===== src/rtl/pipe_pulse_pkg.sv =====
// Shared types and constants for the pipe-pulse collector and its event FIFO.
package pipe_pulse_pkg;

   localparam int PIPE_PULSE_TS_W       = 16;
   localparam int PIPE_PULSE_LEN_W      = 8;
   localparam int PIPE_PULSE_DROP_CNT_W = 8;

   typedef enum logic {
      IDLE = 1'b0,
      RUN  = 1'b1
   } pp_state_t;

   typedef struct packed {
      logic [PIPE_PULSE_TS_W-1:0]  ts;
      logic [PIPE_PULSE_LEN_W-1:0] len;
   } pp_event_t;

endpackage


===== src/rtl/pipe_pulse_fifo.sv =====
// Small synchronous event FIFO; head output holds the last popped entry once empty.
module pipe_pulse_fifo
   import pipe_pulse_pkg::*;
#(
   parameter int W     = PIPE_PULSE_TS_W + PIPE_PULSE_LEN_W,
   parameter int DEPTH = 4
) (
   input  logic         clk,
   input  logic         reset_n,
   input  logic         push,
   input  logic [W-1:0] din,
   input  logic         pop,
   output logic [W-1:0] dout,
   output logic         full,
   output logic         empty
);

   localparam int AW = $clog2(DEPTH);
   localparam logic [AW:0] PTR_ONE = (AW + 1)'(1);

   logic [W-1:0]  mem [DEPTH];
   logic [AW:0]   wr_ptr;
   logic [AW:0]   rd_ptr;
   logic [W-1:0]  last_pop;
   logic [AW-1:0] wr_idx;
   logic [AW-1:0] rd_idx;

   assign wr_idx = wr_ptr[AW-1:0];
   assign rd_idx = rd_ptr[AW-1:0];
   assign empty  = (wr_ptr == rd_ptr);
   assign full   = (wr_ptr[AW] != rd_ptr[AW]) && (wr_idx == rd_idx);
   assign dout   = empty ? last_pop : mem[rd_idx];

   always_ff @(posedge clk) begin
      if (!reset_n) begin
         wr_ptr   <= '0;
         rd_ptr   <= '0;
         last_pop <= '0;
      end else begin
         if (push) wr_ptr <= wr_ptr + PTR_ONE;
         if (pop && !empty) begin
            rd_ptr   <= rd_ptr + PTR_ONE;
            last_pop <= mem[rd_idx];
         end
      end
   end

   // Storage carries no reset; a push into a full FIFO only happens alongside a pop.
   always_ff @(posedge clk) begin
      if (push) mem[wr_idx] <= din;
   end

endmodule


===== src/rtl/pipe_pulse_collector.sv =====
// Records each high run of pipe_in as {start ts, length} and queues it for the host.
// Optional PIPE_PULSE_COLLECTOR_DROP_CNT_EN adds the saturating drop_cnt output.
module pipe_pulse_collector
   import pipe_pulse_pkg::*;
#(
   parameter int TS_W  = PIPE_PULSE_TS_W,
   parameter int LEN_W = PIPE_PULSE_LEN_W,
   parameter int DEPTH = 4
) (
   input  logic             clk,
   input  logic             reset_n,
   input  logic             pipe_in,
   output logic             ev_valid,
   input  logic             ev_ready,
   output logic [TS_W-1:0]  ev_ts,
   output logic [LEN_W-1:0] ev_len,
   output logic             ev_ovf,
   output logic             busy
`ifdef PIPE_PULSE_COLLECTOR_DROP_CNT_EN
   ,
   output logic [PIPE_PULSE_DROP_CNT_W-1:0] drop_cnt
`endif
);

   localparam logic [LEN_W-1:0] LEN_MAX = {LEN_W{1'b1}};

   pp_state_t        state;
   pp_state_t        state_nxt;
   logic [TS_W-1:0]  ts;
   logic [TS_W-1:0]  start_ts;
   logic [LEN_W-1:0] len;
   logic             ev_push;
   logic             ev_pop;
   logic             accept;
   logic             fifo_full;
   logic             fifo_empty;

   always_ff @(posedge clk) begin
      if (!reset_n) begin
         state <= IDLE;
         ts    <= '0;
      end else begin
         state <= state_nxt;
         ts    <= ts + TS_W'(1);
      end
   end

   always_comb begin
      state_nxt = state;
      ev_push   = 1'b0;
      case (state)
         IDLE: if (pipe_in) state_nxt = RUN;
         RUN: begin
            if (!pipe_in) begin
               ev_push   = 1'b1;
               state_nxt = IDLE;
            end
         end
         default: state_nxt = IDLE;
      endcase
   end

   // Run capture: the first high sample opens the run at length 1.
   always_ff @(posedge clk) begin
      if (state == IDLE && pipe_in) begin
         start_ts <= ts;
         len      <= LEN_W'(1);
      end else if (state == RUN && pipe_in && len != LEN_MAX) begin
         len <= len + LEN_W'(1);
      end
   end

   assign busy     = (state == RUN);
   assign ev_valid = !fifo_empty;
   assign ev_pop   = ev_valid && ev_ready;
   assign accept   = ev_push && (!fifo_full || ev_pop);

   always_ff @(posedge clk) begin
      if (!reset_n) ev_ovf <= 1'b0;
      else if (ev_push && !accept) ev_ovf <= 1'b1;
   end

`ifdef PIPE_PULSE_COLLECTOR_DROP_CNT_EN
   always_ff @(posedge clk) begin
      if (!reset_n) drop_cnt <= '0;
      else if (ev_push && !accept && drop_cnt != {PIPE_PULSE_DROP_CNT_W{1'b1}})
         drop_cnt <= drop_cnt + PIPE_PULSE_DROP_CNT_W'(1);
   end
`endif

   pipe_pulse_fifo #(
      .W     (TS_W + LEN_W),
      .DEPTH (DEPTH)
   ) u_fifo (
      .clk     (clk),
      .reset_n (reset_n),
      .push    (accept),
      .din     ({start_ts, len}),
      .pop     (ev_pop),
      .dout    ({ev_ts, ev_len}),
      .full    (fifo_full),
      .empty   (fifo_empty)
   );

endmodule


===== config.mk =====
export PLATFORM = sky130hd
export DESIGN_NAME = pipe_pulse_collector
export DESIGN_NICKNAME = d
export VERILOG_FILES = /design/src/rtl/pipe_pulse_pkg.sv /design/src/rtl/pipe_pulse_fifo.sv /design/src/rtl/pipe_pulse_collector.sv
export SDC_FILE = /design/constraint.sdc
export NUM_CORES = 1
export LEC_CHECK = 0
export BUFFER_PORTS_ARGS = -buffer_cell sky130_fd_sc_hd__buf_2
export CORE_MARGIN = 2
export CORE_UTILIZATION = 61
export DETAILED_ROUTE_END_ITERATION = 12
export GPL_ROUTABILITY_DRIVEN = 0
export HOLD_SLACK_MARGIN = 0.03
export PLACE_DENSITY = 0.79
export SLEW_MARGIN = 10
export SYNTH_ARGS = -nofsm -noshare
export SYNTH_HDL_FRONTEND = slang
export SYNTH_SLANG_ARGS = --single-unit

===== constraint.sdc =====
create_clock -name clk -period 2.52 [get_ports clk]
set_input_delay 0.504 -clock clk [delete_from_list [all_inputs] [get_ports clk]]
set_output_delay 0.504 -clock clk [all_outputs]
set_load 0.02 [all_outputs]

==> metrics.csv, run 1 <==
stage,metric,value,unit
synth,synth_edf_count,112,
cts,cts_tree,done,
sta,period_minus_slack,2590,ps
synth,syn-instance-count,456,
global_routing,grt.total_usage,0.236,
detailed_routing,drtPass1Iterations,5,
outcome,failed_checks,negative setup slack,
detailed_routing,drt_iter0_markers,325,
placed_design,placed_area,0.00713,mm2
sta,fmax,386,MHz
power_and_ir_drop,switching_share,0.241,
critical_path,crit_path_end_kind,primary output,
die,die_w,109,um
detailed_routing,wl_per_cell,20.9,um
layout,final_area,0.00818,mm2
sta,hold_ws,253,ps
layout,final_common_cell,edfxtp_1,
synth,yosys_most_used_dff,edfxtp_1,
critical_path,critPathRequiredTime,2020,ps
global_routing,overflow,0,
sta,setup_viol,24,
layout,stdcell_count,656,
synth,syn_area,0.00670,mm2
run,drv_cap,0,
critical_path,arrival,2090,ps
sta,rsz0062_at_grt,yes,
layout,n_antenna_cell,0,
cts,numCtsBuffers,17,
synth,avgSynthCellArea,14.7,um2
power_and_ir_drop,powerDensity,818,mW/mm2
global_routing,grt_max_degree,45,
global_routing,grt_first_pass_wirelength,20100,um
hold_path,hold_class,input port to register,
die,die_area,0.0118,mm2
synth,synth_fp_nets,467,
placed_design,dp.cells,618,
sta,relSlewSlack,0.475,
sta,skew,9.04,ps
synth,synthArstFlopShare,0,
detailed_routing,drc_errors,0,
power_and_ir_drop,p_int,5.07,mW
global_routing,grt_pass1_vias,3898,
placed_design,pre_cts_slack,340,ps
die,die_y,109,um
detailed_routing,viasPerCell,6.17,
die,core_area,0.0108,mm2
synth,synth_seq_cells,170,
synth,synth_cell_types,46,
die,start_util,0.621,
sta,hold_violations,0,
critical_path,start_kind,register,
detailed_routing,ant_nets,0,
critical_path,path_max_fanout,7,
power_and_ir_drop,pwr-share-clk,0.392,
synth,yosys_warnings,0,
cts,clkSinkCount,170,
cts,cts_root_buf,clkbuf_8,
cts,clk_pin_slew,70,ps
cts,clockBufferDepth,2,
outcome,status,"finished, violations left",
sta,worst_pin_slew,787,ps
detailed_routing,vias,4048,
placed_design,io_buffer_count,30,
power_and_ir_drop,power.leakage,2.92,nW
layout,layout-drive-gt1-share,0.285,
placed_design,hpwl,7400,um
power_and_ir_drop,comb_power_share,0.139,
sta,timing.final.ws_setup,-71.2,ps
layout,mostFrequentLayoutCells,"edfxtp_1, nand3_1, dfxtp_1, nand2_1",
power_and_ir_drop,fin_total_pwr,6.69,mW
cts,h-tree-depth,4,
global_routing,antenna_found_initial,0,
die,num_io_pins,31,
cts,worstSkewPairLatency,530,ps
critical_path,critPathKind,register to primary output,
power_and_ir_drop,p_seq_frac,0.469,
power_and_ir_drop,ir_drop,0.505,mV
power_and_ir_drop,switchingPower,1.61,mW
layout,fin_nets,514,
sta,timing.final.crit_share,1.03,
detailed_routing,wl,13700,um
layout,area_growth,22.0,%
die,num_rows,38,
cts,postCtsHoldBufs,0,
synth,ys_seq_area_frac,0.675,
sta,finalMaxSlewViolations,0,
==> sequential cells by signal, indices dropped and copies added (netlist names), named ones only <==
register and flops:
u_fifo.rd_ptr 3, u_fifo.mem 96, busy 1, ev_ovf 1
len 8, u_fifo.last_pop 24, start_ts 16, u_fifo.wr_ptr 3
ts 16
==> cell families (layout without fill, tap and decap cells) <==
kind of cell	after synthesis	in the layout	synth area share
flops	170	170	0.675
compound gates	43	43	0.0439
xor+xnor	13	13	0.0170
buf+inv	33	93	0.0196
fa+ha+maj	7	7	0.0131
mux	48	48	0.121
simple gates	142	142	0.110
==> final timing paths <==
path | start | endpoint | slack (ps) | cells after the start
worst max register to register | ts[0] | ts[14] | 560 | 5
worst min register to register | u_fifo.last_pop[7] | u_fifo.last_pop[7] | 460 | 2
worst max-delay path | register | ev_len[6] | -70 | 4
worst min-delay path | pipe_in | len[6] | 250 | 2
==> power groups by stage <==
stage / registers, mW / logic (mW) / clock network, mW
2_1_floorplan: 3.16 / 0.479 / 0
4_1_cts: 3.13 / 0.718 / 2.64
5_1_grt: 3.14 / 0.986 / 2.76
6_report: 3.13 / 0.928 / 2.62
3_3_place_gp: 3.17 / 0.654 / 0
3_5_place_dp: 3.18 / 0.669 / 0
==> worst max-delay path, stage by stage (launching register included) <==
cell and delay (ps):
dfxtp_4 430, clkbuf_16 190, mux4_2 520, mux2_4 280
buf_6 130
==> cells in the mapped netlist (6+ instances only) <==
master	n	area [um2]
and2_1	14	87.6
buf_2	6	30.0
clkbuf_1	15	56.3
dfxtp_1	58	1160
edfxtp_1	112	3360
ha_1	7	87.6
inv_1	11	41.3
mux2_2	24	270
mux4_2	24	541
nand2_1	37	139
nand3_1	57	285
nor2_1	6	22.5
o21ai_0	12	60.1
xnor2_1	8	70.1
==> routing by layer <==
layer  vias up  share of wire  track usage
met1      2061           0.41        0.287
met2       139           0.52        0.406
met3        16          0.051       0.0681
met5         -              0            0
li1       1832              -            -
met4         0          0.013       0.0760
==> per-stage QoR <==
stage / setup TNS (ps) / utilization
floorplan: 0 / -
global placement: 0 / 0.661
detailed placement: 0 / 0.661
CTS: -1430 / 0.728
global route: -2670 / 0.758
finish: -1230 / 0.758
==> timing repair <==
| action | CTS | global route |
|---|---|---|
| gates resized for setup | 23 | 75 |
| cloned | 1 | 2 |
| setup endpoints to repair | 24 | 24 |
| buffers inserted | 1 | 2 |
==> layout make-up <==
type / count / area (um2)
Timing Repair Buffer: 50 / 606
Sequential cell: 170 / 4540
Inverter: 11 / 41.3
Clock inverter: 15 / 186
Fill cell: 565 / 2620
Clock buffer: 17 / 414
Multi-Input combinational cell: 253 / 2210
Tap cell: 140 / 175
(Power assumes the default switching activity.)
==> inputs of run 2 (changes only) <==
--- a/config.mk
+++ b/config.mk
@@ -11,6 +11,7 @@
 export DETAILED_ROUTE_END_ITERATION = 12
 export GPL_ROUTABILITY_DRIVEN = 0
 export HOLD_SLACK_MARGIN = 0.03
+export MAX_ROUTING_LAYER = met4
 export PLACE_DENSITY = 0.79
 export SLEW_MARGIN = 10
 export SYNTH_ARGS = -nofsm -noshare
==> metrics.csv, run 2 (same netlist as run 1, synthesis figures left out) <==
stage,metric,value,unit,change
die,die_area,0.0118,mm2,unchanged
cts,cts_root_buf,clkbuf_8,,
sta,rsz0062_at_grt,yes,,
sta,worst_pin_slew,798,ps,+10.2 ps
cts,h-tree-depth,4,,unchanged
critical_path,cpMaxStageDelayCell,mux4_2,,
critical_path,path_buf_inv,2,,unchanged
sta,timing.final.ws_setup,-70.0,ps,+1.20 ps
cts,postCtsHoldBufs,0,,unchanged
cts,cts_tree,done,,
layout,top_register,u_fifo.mem,,
detailed_routing,wl,13600,um,-0.49%
global_routing,grt_first_pass_wirelength,20100,um,about the same
layout,mostFrequentLayoutCells,"edfxtp_1, nand3_1, dfxtp_1, nand2_1",,
hold_path,hold_depth,2,,unchanged
critical_path,cp.depth,4,,unchanged
sta,skew,9.74,ps,+0.703 ps
hold_path,hold_class,input port to register,,
critical_path,max_stage_delay,520,ps,about the same
global_routing,grt_pass1_vias,3904,,+0.15%
power_and_ir_drop,fin_total_pwr,6.68,mW,about the same
sta,tns,-1140,ps,+92.7 ps
layout,layout-drive-gt1-share,0.285,,unchanged
die,die_w,109,um,unchanged
outcome,failed_checks,negative setup slack,,
critical_path,critPathKind,register to primary output,,
placed_design,hpwl,7400,um,unchanged
critical_path,arrival,2090,ps,about the same
sta,finalMaxSlewViolations,0,,unchanged
critical_path,critPathRequiredTime,2020,ps,about the same
global_routing,overflow,0,,unchanged
die,die_y,109,um,unchanged
cts,clockBufferDepth,2,,unchanged
detailed_routing,ant_nets,0,,unchanged
cts,numCtsBuffers,17,,unchanged
critical_path,crit_path_end_kind,primary output,,
layout,largest_register_ff_count,96,,unchanged
critical_path,crit_chain,"clkbuf_16, mux4_2, mux2_4, buf_6",,
global_routing,grt.total_usage,0.242,,+0.00684
global_routing,grt_max_degree,45,,unchanged
die,num_io_pins,31,,unchanged
die,core_area,0.0108,mm2,unchanged
layout,area_growth,22.0,%,unchanged
die,num_rows,38,,unchanged
layout,fin_nets,514,,unchanged
placed_design,io_buffer_count,30,,unchanged
detailed_routing,viasPerCell,6.13,,-0.64%
sta,relSlewSlack,0.468,,-0.00683
power_and_ir_drop,ir_drop,0.503,mV,-0.56%
layout,final_area,0.00818,mm2,unchanged
run,drv_cap,0,,unchanged
detailed_routing,drtPass1Iterations,5,,unchanged
cts,worstSkewPairLatency,530,ps,about the same
detailed_routing,drt_iter0_markers,274,,-16%
critical_path,ff2ff_path_depth,5,,unchanged
cts,clk_pin_slew,70,ps,about the same
detailed_routing,vias,4022,,-0.64%
detailed_routing,drc_errors,0,,unchanged
layout,largest_registers,"u_fifo.mem (96), u_fifo.last_pop (24)",,
layout,n_antenna_cell,0,,unchanged
sta,fmax,386,MHz,about the same
cts,clkSinkCount,170,,unchanged
layout,fill_cells,565,,unchanged
sta,timing.final.crit_share,1.03,,about the same
die,start_util,0.621,,unchanged
critical_path,start_kind,register,,
outcome,status,"finished, violations left",,
critical_path,r2r_slack,550,ps,about the same
sta,hold_violations,0,,unchanged
critical_path,path_max_fanout,7,,unchanged
detailed_routing,wl_per_cell,20.8,um,-0.49%
global_routing,antenna_found_initial,0,,unchanged
critical_path,critPathTopFamily,multiplexers,,
sta,setup_viol,24,,unchanged
power_and_ir_drop,power.leakage,2.92,nW,unchanged
power_and_ir_drop,powerDensity,817,mW/mm2,about the same
sta,period_minus_slack,2590,ps,-1.20 ps
layout,postLayoutCoreUtil,0.758,,unchanged
layout,final_common_cell,edfxtp_1,,
placed_design,placed_area,0.00713,mm2,unchanged
[run 2: cell counts in the layout (fill, tap and decap cells not counted)]
Identical to the previous run, type by type.
[run 2: power by group]
| part | internal [mW] | leakage, nW | total [mW] | switching (mW) |
|---|---|---|---|---|
| clock network | 1.53 | 0.283 | 2.62 | 1.09 |
| logic | 0.489 | 1.12 | 0.927 | 0.438 |
| registers | 3.05 | 1.52 | 3.13 | 0.0821 |
[run 2: final timing paths]
| path | from | endpoint |
|---|---|---|
| max | register | ev_len[6] |
| min | pipe_in | len[6] |
| max reg2reg | ts[0] | ts[14] |
| min reg2reg | u_fifo.last_pop[22] | u_fifo.last_pop[22] |
[run 2: what timing repair did]
action / in CTS / in global routing
resized for setup: 23 / 75
pin swaps: 0 / 0
endpoints found under the setup margin: 24 / 24
setup buffers: 1 / 2
cloned: 1 / 2
[run 2: routing by layer]
layer	track usage	wire length (um)	vias to the layer above
li1	-	-	1830
met1	0.290	5530	2034
met3	0.0622	699	21
met5	-	0	-
met2	0.404	7180	137
met4	0.0815	229	0
[run 2: layout make-up]
class / instances / area [um2] / area share
Timing Repair Buffer: 50 / 606 / 0.0741
Clock inverter: 15 / 186 / 0.0228
Sequential cell: 170 / 4540 / 0.556
Clock buffer: 17 / 414 / 0.0507
Tap cell: 140 / 175 / 0.0214
Inverter: 11 / 41.3 / 0.00505
Multi-Input combinational cell: 253 / 2210 / 0.270
[run 2: per-stage QoR]
| step | hold WS [ps] | setup WS, ps | instances |
|---|---|---|---|
| 4_1_cts | 242 | -93.1 | 652 |
| 3_3_place_gp | 433 | 374 | 618 |
| 6_report | 254 | -70.0 | 656 |
| 3_5_place_dp | 444 | 340 | 618 |
| 5_1_grt | 260 | -127 | 656 |
| 2_1_floorplan | 422 | 238 | 456 |
==> inputs of run 3 (changes only) <==
--- a/config.mk
+++ b/config.mk
@@ -6,13 +6,15 @@
 export NUM_CORES = 1
 export LEC_CHECK = 0
 export BUFFER_PORTS_ARGS = -buffer_cell sky130_fd_sc_hd__buf_2
+export CELL_PAD_IN_SITES_DETAIL_PLACEMENT = 2
+export CELL_PAD_IN_SITES_GLOBAL_PLACEMENT = 2
 export CORE_MARGIN = 2
-export CORE_UTILIZATION = 61
+export CORE_UTILIZATION = 44
 export DETAILED_ROUTE_END_ITERATION = 12
 export GPL_ROUTABILITY_DRIVEN = 0
 export HOLD_SLACK_MARGIN = 0.03
 export MAX_ROUTING_LAYER = met4
-export PLACE_DENSITY = 0.79
+export PLACE_DENSITY_LB_ADDON = 0.1
 export SLEW_MARGIN = 10
 export SYNTH_ARGS = -nofsm -noshare
 export SYNTH_HDL_FRONTEND = slang
==> metrics.csv, run 3 (same netlist as run 1, synthesis figures left out) <==
stage,metric,value,unit,change
layout,final_common_cell,edfxtp_1,,
cts,clkSinkCount,170,,unchanged
layout,multiInputGateArea,0.00220,mm2,-0.51%
cts,cts_root_buf,clkbuf_16,,
sta,hold_violations,0,,unchanged
die,die_area,0.0162,mm2,+37%
critical_path,arrival,2020,ps,-70 ps
layout,final-seq-area,0.00454,mm2,about the same
detailed_routing,drt_iter0_markers,309,,+13%
detailed_routing,wl_per_cell,25.7,um,+24%
layout,mostFrequentLayoutCells,"edfxtp_1, nand3_1, dfxtp_1, nand2_1",,
global_routing,grt_max_degree,32,,-29%
cts,worstSkewPairLatency,430,ps,-100 ps
layout,largest_registers,"u_fifo.mem (96), u_fifo.last_pop (24)",,
global_routing,grt_pass1_vias,4509,,+15%
die,core_area,0.0150,mm2,+39%
cts,postCtsHoldBufs,0,,unchanged
die,num_rows,45,,+18%
hold_path,hold_depth,2,,unchanged
power_and_ir_drop,fin_total_pwr,6.57,mW,-1.6%
critical_path,crit_path_end_kind,primary output,,
critical_path,start_kind,register,,
placed_design,hpwl,10500,um,+43%
sta,period_minus_slack,2530,ps,-62.4 ps
layout,largest_register_ff_count,96,,unchanged
sta,setup_viol,1,,-96%
critical_path,critPathRequiredTime,2020,ps,about the same
global_routing,overflow,0,,unchanged
power_and_ir_drop,powerDensity,795,mW/mm2,-2.7%
placed_design,placed_area,0.00720,mm2,+1.0%
sta,worst_pin_slew,441,ps,-357 ps
detailed_routing,drc_errors,0,,unchanged
sta,skew,7.13,ps,-2.61 ps
cts,clockBufferDepth,2,,unchanged
outcome,failed_checks,negative setup slack,,
layout,final_area,0.00827,mm2,+1.1%
power_and_ir_drop,power.leakage,2.96,nW,+1.1%
global_routing,antenna_found_initial,0,,unchanged
critical_path,path_max_fanout,6,,-1
power_and_ir_drop,ir_drop,0.575,mV,+14%
cts,clk_pin_slew,60,ps,about the same
sta,timing.final.ws_setup,-7.52,ps,+62.4 ps
die,num_io_pins,31,,unchanged
sta,rsz0062_at_grt,yes,,
layout,top_register,u_fifo.mem,,
layout,area_growth,23.4,%,
detailed_routing,vias,4100,,+1.9%
layout,postLayoutCoreUtil,0.550,,-0.208
critical_path,ff2ff_path_depth,4,,-1
run,drv_cap,0,,unchanged
hold_path,min_to,len[6],,
global_routing,grt_first_pass_wirelength,27300,um,+36%
layout,fill_cells,1324,,+130%
die,die_y,127,um,+17%
cts,cts_tree,done,,
sta,relSlewSlack,0.702,,+0.234
sta,finalMaxSlewViolations,0,,unchanged
die,die_w,127,um,+17%
global_routing,grt.total_usage,0.237,,-0.00518
sta,timing.final.crit_share,1.00,,-0.0248
outcome,status,"finished, violations left",,
layout,fin_nets,525,,+2.1%
hold_path,min-delay-start,pipe_in,,
detailed_routing,ant_nets,0,,unchanged
layout,stdcell_count,715,,+9.0%
critical_path,r2r_slack,430,ps,-120 ps
cts,h-tree-depth,4,,unchanged
critical_path,rr_endpoint,ts[15],,
placed_design,dp.cells,666,,+7.8%
hold_path,hold_class,input port to register,,
placed_design,io_buffer_count,30,,unchanged
detailed_routing,drtPass1Iterations,4,,-1
layout,n_antenna_cell,0,,unchanged
detailed_routing,viasPerCell,5.73,,-6.5%
critical_path,r2r-start,ts[2],,
cts,numCtsBuffers,17,,unchanged
critical_path,critPathKind,register to primary output,,
layout,layout-drive-gt1-share,0.287,,+0.00164
die,start_util,0.446,,-0.175
detailed_routing,wl,18400,um,+35%
sta,fmax,396,MHz,+2.5%
==> run 3: changes by cell type in the layout (fill, tap and decap cells not counted) <==
cell        previous run  this run
inv_6                  7         0
clkbuf_16             18        19
clkbuf_1               0         4
clkinv_2               1         2
xor2_2                 0         1
buf_16                 1         3
xor2_4                 2         1
clkinvlp_4             4         3
clkinv_1               0         4
dfxtp_2                0         1
buf_12                 8         7
bufinv_16              3         1
dfxtp_1               53        52
buf_4                  9        19
==> run 3: worst max path at each step <==
stage	from	endpoint	slack [ps]	cells after the start
floorplan	register	ev_len[3]	240	4
finish	register	ev_ts[12]	-8	4
detailed placement	u_fifo.wr_ptr[1]	ev_ts[13]	270	6
CTS	register	ev_len[0]	-30	4
global route	register	ev_ts[12]	-60	4
global placement	u_fifo.wr_ptr[1]	ev_len[2]	350	6
==> run 3: per-layer routing <==
layer | wire length, um | vias up | GRT usage
li1 | - | 1850 | -
met1 | 7820 | 2142 | 0.293
met2 | 9650 | 77 | 0.400
met3 | 500 | 31 | 0.0364
met4 | 409 | 0 | 0.0853
met5 | 0 | - | -
==> run 3: per-stage QoR <==
| stage | hold slack [ps] | setup TNS, ps | setup slack, ps |
|---|---|---|---|
| 5_1_grt | 386 | -629 | -55.1 |
| 4_1_cts | 359 | -276 | -30.6 |
| 6_report | 364 | -7.52 | -7.52 |
| 3_3_place_gp | 433 | 0 | 353 |
| 2_1_floorplan | 422 | 0 | 238 |
| 3_5_place_dp | 447 | 0 | 273 |
==> run 3: what timing repair did <==
item,CTS,global route
gates resized for setup,24,70
buffers inserted,5,7
setup endpoints to repair,24,24
cloned,3,2
pin swaps,2,0
hold endpoints to repair,0,0
==> run 3: area by class of cell <==
cell class | count | area share
Sequential cell | 170 | 0.550
Clock buffer | 22 | 0.0549
Tap cell | 188 | 0.0285
Timing Repair Buffer | 61 | 0.0866
Multi-Input combinational cell | 253 | 0.266
Inverter | 11 | 0.00499
Clock inverter | 10 | 0.00938
==> run 3: worst max-delay path, cell delays in order, from the launching register on <==
cell	delay [ps]
dfxtp_4	440
buf_12	160
mux4_2	570
mux2_4	290
buf_6	130
==> run 3: where the power goes <==
| group | switching (mW) | total [mW] | internal (mW) |
|---|---|---|---|
| logic | 0.497 | 1.03 | 0.529 |
| clock network | 1.03 | 2.40 | 1.37 |
| registers | 0.0913 | 3.15 | 3.05 |
